### src/rtl/ahb_out_arb_rr.sv
// rtl/ahb_out_arb_rr.sv - round-robin address-phase arbiter for one AHB matrix output stage
// Define AHB_ARB_FIXED_PRIO_EN for fixed lowest-index-wins priority instead of round-robin.
module ahb_out_arb_rr #(
  parameter int NUM_PORTS = 4,
  parameter int IDX_W     = 2
) (
  input  logic                 HCLK,
  input  logic                 HRESET,
  input  logic [NUM_PORTS-1:0] req_port,
  input  logic                 HREADYM,
  input  logic                 HSELM,
  input  logic [1:0]           HTRANSM,
  input  logic [2:0]           HBURSTM,
  input  logic                 HMASTLOCKM,
  output logic [IDX_W-1:0]     addr_in_port,
  output logic                 no_port
);

  logic [IDX_W-1:0] addr_in_port_q, addr_in_port_d;
  logic             no_port_q, no_port_d;
  logic [4:0]       beat_cnt_q, beat_cnt_d;
  logic [4:0]       beat_cnt_nxt;
  logic             accept;
  logic             hold;
  logic [IDX_W-1:0] pick;
`ifndef AHB_ARB_FIXED_PRIO_EN
  logic [IDX_W-1:0] last_grant_q, last_grant_d;
  logic [IDX_W-1:0] cand;
  logic             found;
`endif

  always_comb begin
    accept       = HREADYM & HSELM & HTRANSM[1];
    beat_cnt_nxt = beat_cnt_q;
    if (accept && HTRANSM == 2'b10) begin
      case (HBURSTM)
        3'b010, 3'b011: beat_cnt_nxt = 5'd3;
        3'b100, 3'b101: beat_cnt_nxt = 5'd7;
        3'b110, 3'b111: beat_cnt_nxt = 5'd15;
        default:        beat_cnt_nxt = 5'd0;
      endcase
    end else if (accept && HTRANSM == 2'b11 && beat_cnt_q != 5'd0) begin
      beat_cnt_nxt = beat_cnt_q - 5'd1;
    end

    // BUSY keeps the port so the slave never sees a burst split mid-flight
    hold = ~no_port_q & (HMASTLOCKM | (beat_cnt_nxt != 5'd0) |
                         (HSELM & (HTRANSM == 2'b01)));

    pick = '0;
`ifdef AHB_ARB_FIXED_PRIO_EN
    for (int i = NUM_PORTS - 1; i >= 0; i--) begin
      if (req_port[i]) pick = IDX_W'(i);
    end
`else
    // Walk upward from the last winner; the last winner itself is visited last
    cand  = last_grant_q;
    found = 1'b0;
    for (int i = 0; i < NUM_PORTS; i++) begin
      cand = (cand == IDX_W'(NUM_PORTS - 1)) ? '0 : cand + IDX_W'(1);
      if (!found && req_port[cand]) begin
        found = 1'b1;
        pick  = cand;
      end
    end
`endif

    addr_in_port_d = addr_in_port_q;
    no_port_d      = no_port_q;
    beat_cnt_d     = beat_cnt_q;
`ifndef AHB_ARB_FIXED_PRIO_EN
    last_grant_d   = last_grant_q;
`endif
    if (HREADYM) begin
      beat_cnt_d = beat_cnt_nxt;
      if (!hold) begin
        if (|req_port) begin
          addr_in_port_d = pick;
          no_port_d      = 1'b0;
`ifndef AHB_ARB_FIXED_PRIO_EN
          last_grant_d   = pick;
`endif
        end else begin
          no_port_d  = 1'b1;
          beat_cnt_d = 5'd0;
        end
      end
    end
  end

  always_ff @(posedge HCLK or posedge HRESET) begin
    if (HRESET) begin
      addr_in_port_q <= '0;
      no_port_q      <= 1'b1;
      beat_cnt_q     <= 5'd0;
`ifndef AHB_ARB_FIXED_PRIO_EN
      last_grant_q   <= IDX_W'(NUM_PORTS - 1);
`endif
    end else begin
      addr_in_port_q <= addr_in_port_d;
      no_port_q      <= no_port_d;
      beat_cnt_q     <= beat_cnt_d;
`ifndef AHB_ARB_FIXED_PRIO_EN
      last_grant_q   <= last_grant_d;
`endif
    end
  end

  assign addr_in_port = addr_in_port_q;
  assign no_port      = no_port_q;

endmodule

### config.mk
export PLATFORM = sky130hd
export DESIGN_NAME = ahb_out_arb_rr
export DESIGN_NICKNAME = d
export VERILOG_FILES = /design/src/rtl/ahb_out_arb_rr.sv
export SDC_FILE = /design/constraint.sdc
export NUM_CORES = 1
export LEC_CHECK = 0
export CORE_ASPECT_RATIO = 0.8
export CORE_UTILIZATION = 46
export DETAILED_ROUTE_END_ITERATION = 10
export PLACE_DENSITY = 0.74
export SLEW_MARGIN = 5
export SYNTH_ARGS = -nofsm -noshare
export SYNTH_HDL_FRONTEND = slang
export SYNTH_SLANG_ARGS = --single-unit
### constraint.sdc
create_clock -name HCLK -period 2.3 [get_ports HCLK]
set_input_delay 0.46 -clock HCLK [delete_from_list [all_inputs] [get_ports HCLK]]
set_output_delay 0.46 -clock HCLK [all_outputs]
set_load 0.01 [all_outputs]
==> out/results.ini, run 1 <==
[sta]
fin_setup_tns_ps=0
final.period_utilization=0.992
slew_violations=0
fmax_mhz=438
fin_worst_skew_ps=4.11
setup_viol=0
min_period_ps=2280
slew_headroom=0.752
setup_slack_ps=18.1
hold_viol_final=0
tightest_slew_ps=369
fin_hold_ws_ps=453
rsz0062_at_grt=yes

[detailed_routing]
drt-total-wl_mm=2.70
drc=0
first_iter_violations=36
drt_first_pass_iters=4
wire_per_inst_um=15.5
vias_per_cell=6.05
via_count=1053
ant_nets=0

[cts]
clockRootBuffer=clkbuf_4
clock_latency_ps=260
cts_tree=yes
htree_levels=1
clk_pin_slew_ps=60
numCtsBuffers=3
clock_path_buffers=2
cts.sinks=10

[final_layout]
num_antenna_cells=0
n_fill_cell=149
layout-drive-gt1-share=0.367
fin_nets=167
areaGrowthSynthToFinish_pct=48.7
regArea_um2=254
multi_input_area_um2=716

[synthesis]
syn-cell-area_um2=947
synth_mux_area_frac=0.0885
syn_nets=129
synth_adder_area_share=0.0264
yosysUniqueCellTypes=46
yosys_warnings=0
synth_compound_area_frac=0.308
ys_async_sr_fraction=1.00
ys_seq_area_frac=0.268
synth_xor_area_frac=0.00925
syn_area_per_cell_um2=8.38
synthSimpleGateAreaFrac=0.235
ys.flop_type=dfrtp_1
synth_top_family_by_area=compound AO/OA/AOI/OAI gates
syn_inst=113
ys_seq_elements=10
synth-edff-count=0

[global_routing]
antenna_found_initial=0
grt_overflow_total=0
grt_use_total=0.252
grt_pass1_vias=940
grt_pass1_wl_mm=4.11
grt_start_max_net_pins=15

[die]
num_rows=14
die-area_um2=2250
core_um2=1910
die_w_um=52.7
initial_core_util=0.496
ioPinCount=17
die_h_um=42.6

[run_status]
status=completed

[placed_design]
gp_congestion=0.832
io_buffers=15
dpl.hpwl_mm=1.82
dp_slack_ps=-204

[power]
p_sw_w=0.000422
max-vdd-ir-drop_mv=0.750
leakage_nw=0.570
power_density_nw_per_um2=777
internal_power_w=0.000672
seq_power_share=0.251
pwr-share-clk=0.108
switching_share=0.386
power_frac_comb=0.641

[job]
drv_cap=0

[min_path]
hp-class=in2async

[setup_path]
critPathRequiredTime_ps=2440
critPathMaxFanout=3
path_class=reg2reg
crit_arrival_ps=2420
start_kind=register
critPathCaptureType=register

-- synth_stat cells (2+ instances only) --
cell / instances / area (um^2)
ha_1: 2 / 25.0
a21oi_1: 5 / 25.0
nand3b_1: 2 / 15.0
nand2_1: 2 / 7.51
o221ai_1: 2 / 17.5
inv_1: 8 / 30.0
or3_1: 2 / 12.5
o21a_1: 2 / 15.0
clkbuf_1: 7 / 26.3
mux2i_1: 2 / 20.0
a21boi_0: 2 / 15.0
o21ai_0: 10 / 50.1
a31oi_1: 4 / 25.0
dfrtp_1: 7 / 175
dfstp_2: 3 / 78.8
mux2_4: 2 / 30.0
nor2_1: 7 / 26.3
nor2b_1: 5 / 31.3
mux2_2: 3 / 33.8
o211ai_1: 3 / 22.5
a211oi_1: 3 / 22.5
nor3_1: 2 / 10.0
nand3_1: 5 / 25.0
-- per-layer routing --
metal	part of all wire	track usage
met3	0.060	0.0399
met1	0.47	0.365
met5	0	0
met4	0.029	0.137
met2	0.44	0.352
-- flip-flops by register name (all words and copies together), names as in the netlist --
name / count
beat_cnt_q: 5
addr_in_port: 2
last_grant_q: 2
no_port: 1
-- path summary, 6_finish.rpt --
kind,start,endpoint,slack [ps],cells after the start
hold / removal,HRESET,beat_cnt_q[3],450,2
hold reg to reg,addr_in_port[1],addr_in_port[1],490,1
setup reg to reg,beat_cnt_q[0],addr_in_port[0],20,9
setup / recovery,beat_cnt_q[0],addr_in_port[0],20,9
max in group asynchronous,HRESET,no_port,1550,2
min in group HCLK,addr_in_port[1],addr_in_port[1],490,1
-- cells by family after synthesis --
group	after synthesis
flip-flops	10
adder cells (fa/ha/maj)	2
multiplexers	7
AO/OA/AOI/OAI	42
buffers and inverters	16
AND/OR/NAND/NOR	35
XOR/XNOR	1
-- critical path: stages, from the launching register on --
cell and delay (ps):
dfrtp_1 390, inv_2 80, ha_4 150, buf_6 90, or4b_4 480, a31oi_4 170
o22a_2 210, nor4_4 50, o21a_4 230, mux2_4 300
-- cell usage in the layout, fill, tap and decap left out, types with 2 or more instances in the layout --
| master | instances |
|---|---|
| mux2_2 | 3 |
| o21ai_0 | 9 |
| a21oi_1 | 4 |
| nand3_1 | 4 |
| a211oi_1 | 2 |
| mux2i_1 | 2 |
| inv_1 | 6 |
| nor2b_1 | 5 |
| inv_2 | 2 |
| nand2_1 | 2 |
| dfrtp_1 | 7 |
| nand3b_1 | 2 |
| a21boi_0 | 2 |
| buf_4 | 24 |
| buf_6 | 2 |
| o221ai_1 | 2 |
| or3_1 | 2 |
| dfstp_2 | 3 |
| o211ai_1 | 3 |
| mux2_4 | 2 |
| a31oi_1 | 3 |
| nor2_1 | 7 |
| o21a_1 | 2 |
| clkbuf_4 | 3 |
| clkdlybuf4s50_1 | 15 |
-- final cells by class --
type / count / share of cell area
clock buffer: 4 / 0.0187
inverter: 8 / 0.0213
multi-input combinational: 87 / 0.508
sequential: 10 / 0.180
tap: 24 / 0.0213
timing repair buffer: 41 / 0.250
-- what timing repair did --
action | CTS | global route
pin swaps | 5 | 6
gates resized for setup | 6 | 13
buffers inserted | 3 | 1
gates cloned | 0 | 0
hold buffers | 0 | 0
endpoints found under the setup margin | 3 | 4
-- power groups by stage --
stage	sequential (W)	clock (W)	combinational [W]
2_1_floorplan	0.000280	0	0.000420
3_3_place_gp	0.000270	0	0.000639
3_5_place_dp	0.000273	0	0.000656
4_1_cts	0.000272	0.000124	0.000663
5_1_grt	0.000283	0.000133	0.000757
6_report	0.000275	0.000118	0.000701
-- stage by stage --
| stage | utilization | power [W] | std cells | area (um^2) |
|---|---|---|---|---|
| 5_1_grt | 0.738 | 0.00117 | 174 | 1410 |
| 3_3_place_gp | 0.664 | 0.000909 | 167 | 1270 |
| 3_5_place_dp | 0.664 | 0.000929 | 167 | 1270 |
| 4_1_cts | 0.697 | 0.00106 | 173 | 1330 |
| 2_1_floorplan | - | 0.000700 | 113 | 947 |
| 6_report | 0.738 | 0.00109 | 174 | 1410 |
Power figures use the tool's default switching activity.
==> run 2, diff against run 1 <==
--- a/config.mk
+++ b/config.mk
@@ -5,6 +5,7 @@
 export SDC_FILE = /design/constraint.sdc
 export NUM_CORES = 1
 export LEC_CHECK = 0
+export CAP_MARGIN = 20
 export CORE_ASPECT_RATIO = 0.8
 export CORE_UTILIZATION = 46
 export DETAILED_ROUTE_END_ITERATION = 10
==> constraint.sdc (replaced) <==
create_clock -name HCLK -period 2.3 [get_ports HCLK]
set_input_delay 0.23 -clock HCLK [delete_from_list [all_inputs] [get_ports HCLK]]
set_output_delay 0.23 -clock HCLK [all_outputs]
set_load 0.01 [all_outputs]
==> run 2 against run 1 <==
Sequential share of layout area is 1.3 points higher. Setup slack better by 50 ps. Utilization is 5.1 points lower. Largest power group unchanged. Maximum frequency is 2.2% higher. Sequential cell count stayed put. Combinational power is 6.4% lower. Final cell count is 4.6% lower. Die area stayed put. First-iteration DRC count is 22% lower. Via count is 8.4% lower. Global-route usage is 1.7 points lower.
==> out/results.ini, run 2 (synthesis gave the netlist of run 1 again) <==
[run_status]
status=completed

[setup_path]
crit_arrival_ps=2370  ; -50 ps
critPathLaunch=beat_cnt_q[0]
critical-path-max-stage-delay_ps=390  ; -90 ps
path_class=reg2reg
r2r-start=beat_cnt_q[0]
critPathRequiredTime_ps=2440  ; about the same
reg2reg_to=addr_in_port[0]
start_kind=register
cpMostUsedCell=buf_4
critPathMaxFanout=5  ; +2
r2r_cells=8  ; -1
critPathCaptureType=register
crit_slowest_cell=dfrtp_1
ff2ff_setup_slack_ps=70  ; +50 ps
worst-path-buf-inv=2  ; unchanged
critPathTopFamily=simple AND/OR/NAND/NOR gates
path_cells=buf_4 -> buf_4 -> or3_1 -> a21oi_1 -> o22ai_1 -> nor4_4 -> o21a_4 -> mux2_4

[global_routing]
grt_overflow_total=0  ; unchanged
grt_pass1_vias=875  ; -6.9%
antenna_found_initial=0  ; unchanged
grt_start_max_net_pins=15  ; unchanged
grt_pass1_wl_mm=3.89  ; -5.2%
grt_use_total=0.235  ; -0.0168

[detailed_routing]
wire_per_inst_um=14.2  ; -8.5%
drc=0  ; unchanged
drt-total-wl_mm=2.36  ; -13%
via_count=965  ; -8.4%
first_iter_violations=28  ; -22%
drt_first_pass_iters=4  ; unchanged
vias_per_cell=5.81  ; -3.9%
ant_nets=0  ; unchanged

[sta]
setup_slack_ps=68.3  ; +50.2 ps
final.period_utilization=0.970  ; -0.0218
fmax_mhz=448  ; +2.2%
hold_viol_final=0  ; unchanged
slew_headroom=0.732  ; -0.0198
slew_violations=0  ; unchanged
min_period_ps=2230  ; -50.2 ps
setup_viol=0  ; unchanged
fin_worst_skew_ps=3.39  ; -0.729 ps
fin_setup_tns_ps=0  ; unchanged
tightest_slew_ps=398  ; +28.4 ps
fin_hold_ws_ps=238  ; -215 ps

[power]
leakage_nw=0.530  ; -6.9%
switching_share=0.378  ; -0.00790
max-vdd-ir-drop_mv=0.693  ; -7.6%
internal_power_w=0.000669  ; -0.42%
power_frac_comb=0.609  ; -0.032
power_density_nw_per_um2=820  ; +5.6%
seq_power_share=0.254  ; +0.003
pwr-share-clk=0.137  ; +0.029
p_sw_w=0.000407  ; -3.7%

[final_layout]
layout.cells.most_common=buf_4
largest_reg_flops=5  ; unchanged
num_antenna_cells=0  ; unchanged
mostFrequentLayoutCells=buf_4, clkdlybuf4s50_1, o21ai_0
layout-drive-gt1-share=0.303  ; -0.0638
fin_area_um2=1310  ; -6.9%
fin_nets=159  ; -4.8%
largest_register=beat_cnt_q
areaGrowthSynthToFinish_pct=38.4

[die]
core_um2=1910  ; unchanged
num_rows=14  ; unchanged
die_w_um=52.7  ; unchanged
die_h_um=42.6  ; unchanged
ioPinCount=17  ; unchanged
initial_core_util=0.496  ; unchanged
die-area_um2=2250  ; unchanged

[cts]
numCtsBuffers=3  ; unchanged
cts.sinks=10  ; unchanged
clk_pin_slew_ps=60  ; about the same
cts-hold-fix-buffers=0  ; unchanged
clockRootBuffer=clkbuf_4
clock_latency_ps=250  ; about the same
htree_levels=1  ; unchanged
cts_tree=yes
clock_path_buffers=2  ; unchanged

[placed_design]
dpl.hpwl_mm=1.77  ; -3.0%
dp_slack_ps=-40.0  ; +164 ps
post_dp_cell_area_um2=1210  ; -4.7%
gp_congestion=0.850  ; +2.1%
io_buffers=15  ; unchanged

[job]
drv_cap=0  ; unchanged

[min_path]
hp-class=in2async

## run 2: power groups by stage
stage                     Sequential [W]  Combinational (W)  Clock, W
after global placement          0.000269           0.000608         0
final                           0.000273           0.000656  0.000147
after floorplan                 0.000280           0.000420         0
after detailed placement        0.000273           0.000632         0
after CTS                       0.000271           0.000644  0.000154
after global routing            0.000280           0.000724  0.000171
## run 2: layout make-up
type / count / area, um^2
timing repair buffer: 33 / 285
multi-input combinational: 87 / 676
inverter: 8 / 30.0
fill: 156 / 598
tap: 24 / 30.0
clock buffer: 4 / 36.3
sequential: 10 / 254
## run 2: worst max path at each step
stage	end	slack, ps	cells after the start
2_1_floorplan	addr_in_port[0]	40	8
3_3_place_gp	addr_in_port[0]	40	8
3_5_place_dp	addr_in_port[0]	-40	8
4_1_cts	addr_in_port[0]	3	8
5_1_grt	addr_in_port[0]	-10	8
6_report	addr_in_port[0]	70	8
## run 2: stage by stage
step	power, W	util	instances
3_5_place_dp	0.000905	0.633	159
5_1_grt	0.00117	0.687	166
3_3_place_gp	0.000877	0.633	159
2_1_floorplan	0.000700	-	113
4_1_cts	0.00107	0.670	164
6_report	0.00108	0.687	166
## run 2: routing by layer
layer / GRT usage / wire length, um / vias up
li1: - / - / 491
met1: 0.368 / 1190 / 446
met5: 0 / 0 / -
met4: 0.0737 / 16 / 0
met2: 0.329 / 1060 / 26
met3: 0.0290 / 94 / 2
## run 2: worst reg2reg max path, cell delays in order (launching register included)
cell and delay, ps:
dfrtp_1 390, buf_4 140, buf_4 140, or3_1 300, a21oi_1 150, o22ai_1 150
nor4_4 340, o21a_4 190, mux2_4 310
## run 2: what timing repair did
item,CTS,global route
cloned,0,0
buffers inserted,1,2
resized for setup,6,4
endpoints found under the setup margin,3,4
pin swaps,3,4
